<file path="src/rtl/case_fold_framer.sv">
// case_fold_framer: folds a-z to A-Z and packs MSG_LEN chars plus a case map into one frame.
// Optional STRICT_ALPHA_EN drops non-letters and counts them in err_count.
module case_fold_framer #(
  parameter int MSG_LEN = 6,
  parameter logic [7:0] PAD_CHAR = 8'h20
) (
  input  logic                         clk,
  input  logic                         rst_n,
  input  logic                         in_valid,
  output logic                         in_ready,
  input  logic [7:0]                   in_char,
  input  logic                         in_last,
  output logic                         frame_valid,
  input  logic                         frame_ready,
  output logic [8*MSG_LEN-1:0]         frame_data,
  output logic [MSG_LEN-1:0]           frame_case,
  output logic [$clog2(MSG_LEN+1)-1:0] frame_len,
  output logic [7:0]                   err_count
);
  localparam int LW = $clog2(MSG_LEN + 1);
  typedef enum logic {FILL, FULL} state_t;
  state_t state;
  logic [LW-1:0] idx, nidx;
  logic accept, lower, keep, store, close;
  assign in_ready = (state == FILL) && rst_n;
  assign accept = in_valid && in_ready;
  assign lower = in_char >= 8'h61 && in_char <= 8'h7a;
`ifdef STRICT_ALPHA_EN
  assign keep = lower || (in_char >= 8'h41 && in_char <= 8'h5a);
  always_ff @(posedge clk or negedge rst_n)
    if (!rst_n) err_count <= '0;
    else if (accept && !keep && err_count != 8'hff) err_count <= err_count + 8'd1;
`else
  assign keep = 1'b1;
  assign err_count = '0;
`endif
  assign store = accept && keep;
  assign nidx = idx + LW'(store);
  // a drop with in_last only closes when something is already stored
  assign close = (store && idx == LW'(MSG_LEN - 1)) || (accept && in_last && nidx != '0);
  always_ff @(posedge clk or negedge rst_n) begin
    if (!rst_n) begin
      state <= FILL;
      idx <= '0;
      frame_valid <= 1'b0;
      frame_data <= '0;
      frame_case <= '0;
      frame_len <= '0;
    end else if (state == FULL) begin
      if (frame_ready) begin
        state <= FILL;
        idx <= '0;
        frame_valid <= 1'b0;
        frame_data <= '0;
        frame_case <= '0;
        frame_len <= '0;
      end
    end else begin
      idx <= nidx;
      for (int j = 0; j < MSG_LEN; j++)
        if (store && idx == LW'(j)) begin
          frame_data[8*j +: 8] <= lower ? in_char - 8'd32 : in_char;
          frame_case[j] <= lower;
        end else if (close && LW'(j) >= nidx) begin
          frame_data[8*j +: 8] <= PAD_CHAR;
          frame_case[j] <= 1'b0;
        end
      if (close) begin
        state <= FULL;
        frame_valid <= 1'b1;
        frame_len <= nidx;
      end
    end
  end
endmodule

</file>
<file path="config.mk">
export PLATFORM = sky130hd
export DESIGN_NAME = case_fold_framer
export DESIGN_NICKNAME = d
export VERILOG_FILES = /design/src/rtl/case_fold_framer.sv
export SDC_FILE = /design/constraint.sdc
export NUM_CORES = 1
export LEC_CHECK = 0
export CAP_MARGIN = 20
export CORE_MARGIN = 4
export CORE_UTILIZATION = 44
export DETAILED_ROUTE_END_ITERATION = 7
export MAX_ROUTING_LAYER = met4
export PLACE_DENSITY_LB_ADDON = 0.3
export SETUP_SLACK_MARGIN = 0.2
export SYNTH_ARGS = -nofsm -noshare
export SYNTH_HDL_FRONTEND = slang
export SYNTH_SLANG_ARGS = --single-unit
export TNS_END_PERCENT = 5
</file>
<file path="constraint.sdc">
create_clock -name clk -period 2.5 [get_ports clk]
set_input_delay 0.5 -clock clk [delete_from_list [all_inputs] [get_ports clk]]
set_output_delay 0.5 -clock clk [all_outputs]
set_load 0.02 [all_outputs]
</file>
==> results.py <==
metrics = {
    "grt": {
        "grt_pass1_vias": 2764,
        "grt_max_degree": 48,
        "grt.total_usage_pct": 23.7,
        "antenna_found_initial": 0,
        "gr-total-overflow": 0,
        "grt_first_pass_wirelength_mm": 15.0,
    },
    "synth": {
        "syn_inst": 274,
        "synth-edff-count": 0,
        "netlist_area_sq_um": 3110,
        "synth.largest_area_cell": "dfrtp_1",
        "synth_ff_type": "dfrtp_1",
        "synth.most_common_cell": "dfrtp_1",
        "synth_cell_type_count": 58,
        "yosysWarnings": 0,
        "avgSynthCellArea_sq_um": 11.4,
        "synth_common_cells": "dfrtp_1 (62), a22o_1 (37), nand2_1 (19), o21ai_0 (19), o2bb2ai_1 (10)",
        "yosysTopAreaCellShare_pct": 49.8,
        "ys_ff_latch": 62,
        "ys_top_cells_by_area": "dfrtp_1 (50%), a22o_1 (10%), o21ai_0 (3.1%)",
        "seq_area_frac_synth_pct": 49.8,
        "synthArstFlopShare_pct": 100,
    },
    "timing": {
        "layout_min_cycle_time_ps": 2200,
        "setup-violations-final": 0,
        "rsz0062_at_grt": "no",
        "hold_ws_ps": 167,
        "tns_ps": 0,
        "finalClockSkew_ps": 11.4,
        "hold_viol": 0,
        "max_freq_mhz": 454,
        "timing.final.crit_share_pct": 88.0,
        "drv_slew": 0,
        "slew_headroom_pct": 56.1,
        "worst_slew_pin_slew_ps": 659,
    },
    "critical_path": {
        "cp.required_ps": 2000,
        "cp.arrival_ps": 1700,
        "criticalPathCategory": "reg2out",
        "crit_fanout": 27,
        "crit_chain": "buf_4 -> nor2b_1 -> clkdlybuf4s50_1",
        "cpPeakStageDelay_ps": 600,
        "cp_slowest_cell": "clkdlybuf4s50_1",
        "endpoint_kind": "primary output",
        "start_kind": "flop",
    },
    "route": {
        "wl_per_cell_um": 19.5,
        "wl_mm": 9.38,
        "vias": 2788,
        "drtIter0Drc": 183,
        "ant_nets": 0,
        "first_pass_iters": 5,
        "drc": 0,
        "via_per_inst": 5.78,
    },
    "clocking": {
        "cts_root_buf": "clkbuf_8",
        "cts_sinks": 62,
        "h-tree-depth": 3,
        "clk_pin_slew_ps": 70,
        "postCtsHoldBufs": 0,
        "cts_tree": "done",
        "clkLatencyLatePin_ps": 350,
        "clockBufferDepth": 2,
        "cts_made_buffers": 9,
    },
    "finish": {
        "diodes": 0,
        "n_fill_cell": 594,
        "final_area_sq_um": 4370,
        "final_util_pct": 64.0,
        "drive_above_1_share_pct": 21.5,
        "layout.nets": 397,
        "multi_input_area_sq_um": 1490,
        "regArea_sq_um": 1550,
        "area_delta_synth_final_pct": 40.4,
    },
    "placement": {
        "gp_congestion": 0.912,
        "place.port_buffers": 71,
        "place_hpwl_mm": 6.63,
        "placed_cell_area_sq_um": 4140,
    },
    "job": {
        "cap_violations": 0,
    },
    "power_and_ir_drop": {
        "irDropWorstVdd_v": 0.000614,
        "power_density_nw_per_um2": 1160,
        "p_leak_nw": 1.92,
    },
    "min_path": {
        "hold_path.class": "in2async",
    },
    "floorplanning": {
        "die_h_um": 92.1,
        "die_width_um": 92.1,
        "io_pins": 80,
        "dieArea_sq_um": 8490,
        "core_sq_um": 6830,
        "rows": 30,
        "start_util_pct": 45.6,
    },
    "run_status": {
        "outcome": "finished clean",
    },
}
-- registers in the layout, summed over array words and instances (netlist names) --
register,flops
idx,3
frame_len,3
state,1
frame_case,6
frame_valid,1
frame_data,48
-- placed cells by master, fill, tap and decap left out, types with 8 or more instances in the layout --
cell | synthesis | layout
nand2_1 | 19 | 19
clkdlybuf4s50_1 | 0 | 69
a22o_1 | 37 | 37
o21ai_0 | 19 | 18
dfrtp_1 | 62 | 62
clkbuf_8 | 0 | 10
buf_4 | 8 | 36
conb_1 | 1 | 8
o2bb2ai_1 | 10 | 10
-- cells by family (layout without fill, tap and decap cells) --
group	Yosys count	in the layout	synth area share, %
AND/OR/NAND/NOR	68	68	13.4
XOR/XNOR	2	2	1.04
adder cells (fa/ha/maj)	3	3	1.21
AO/OA/AOI/OAI	112	113	30.1
buffers and inverters	26	130	4.30
flip-flops	62	62	49.8
other	1	8	0.120
-- worst paths after layout --
kind | from | endpoint | slack, ps | cells past startpoint
setup / recovery | state$_DFF_PN0_ | in_ready | 300 | 3
hold / removal | rst_n | frame_len[1]$_DFFE_PN0P_ | 170 | 2
setup reg to reg | state$_DFF_PN0_ | frame_case[4]$_DFFE_PN0P_ | 360 | 8
hold reg to reg | frame_data[30]$_DFFE_PN0P_ | frame_data[30]$_DFFE_PN0P_ | 500 | 1
max in group asynchronous | rst_n | frame_data[31]$_DFFE_PN0P_ | 1480 | 3
min in group clk | frame_data[30]$_DFFE_PN0P_ | frame_data[30]$_DFFE_PN0P_ | 500 | 1
-- power by group --
group          internal [mW]  total, mW  leakage [nW]  switching [mW]
Clock                  0.492      0.938        0.0993           0.445
Combinational           1.19       2.52         0.982            1.34
Sequential              1.33       1.62         0.834           0.282
-- per-stage QoR --
| stage | std cells | total power [mW] | worst slack (ps) |
|---|---|---|---|
| 4_1_cts | 482 | 5.09 | 293 |
| 5_1_grt | 482 | 5.34 | 225 |
| 6_report | 482 | 5.08 | 299 |
| 2_1_floorplan | 281 | 2.97 | 217 |
| 3_3_place_gp | 464 | 4.06 | -221 |
| 3_5_place_dp | 464 | 4.10 | -281 |
-- worst max-delay path: cells and delay by family, from the launching register on --
kind	cells	cell delay [ps]
buffers and inverters	2	840
DFF	1	380
and+or+nand+nor	1	130
-- area by class of cell --
class	instances	share of cell area [%]
sequential	62	35.5
multi-input combinational	194	34.2
inverter	7	0.601
tap	96	2.75
clock buffer	10	3.15
clock inverter	6	1.55
timing repair buffer	107	22.3
-- layer usage --
metal	vias up	part of all wire (%)	GRT usage, %	routed length [um]
met2	141	46	35.7	4350
li1	1243	-	-	-
met1	1393	46	32.3	4280
met3	11	6.9	5.25	647
met4	0	1.1	6.93	99
met5	-	0	-	0
-- what timing repair did --
item                       in CTS  in global routing
buffers inserted                1                  0
resized for setup               4                  0
setup endpoints to repair      34                  0
No activity file was read; power rests on OpenSTA's default activity.
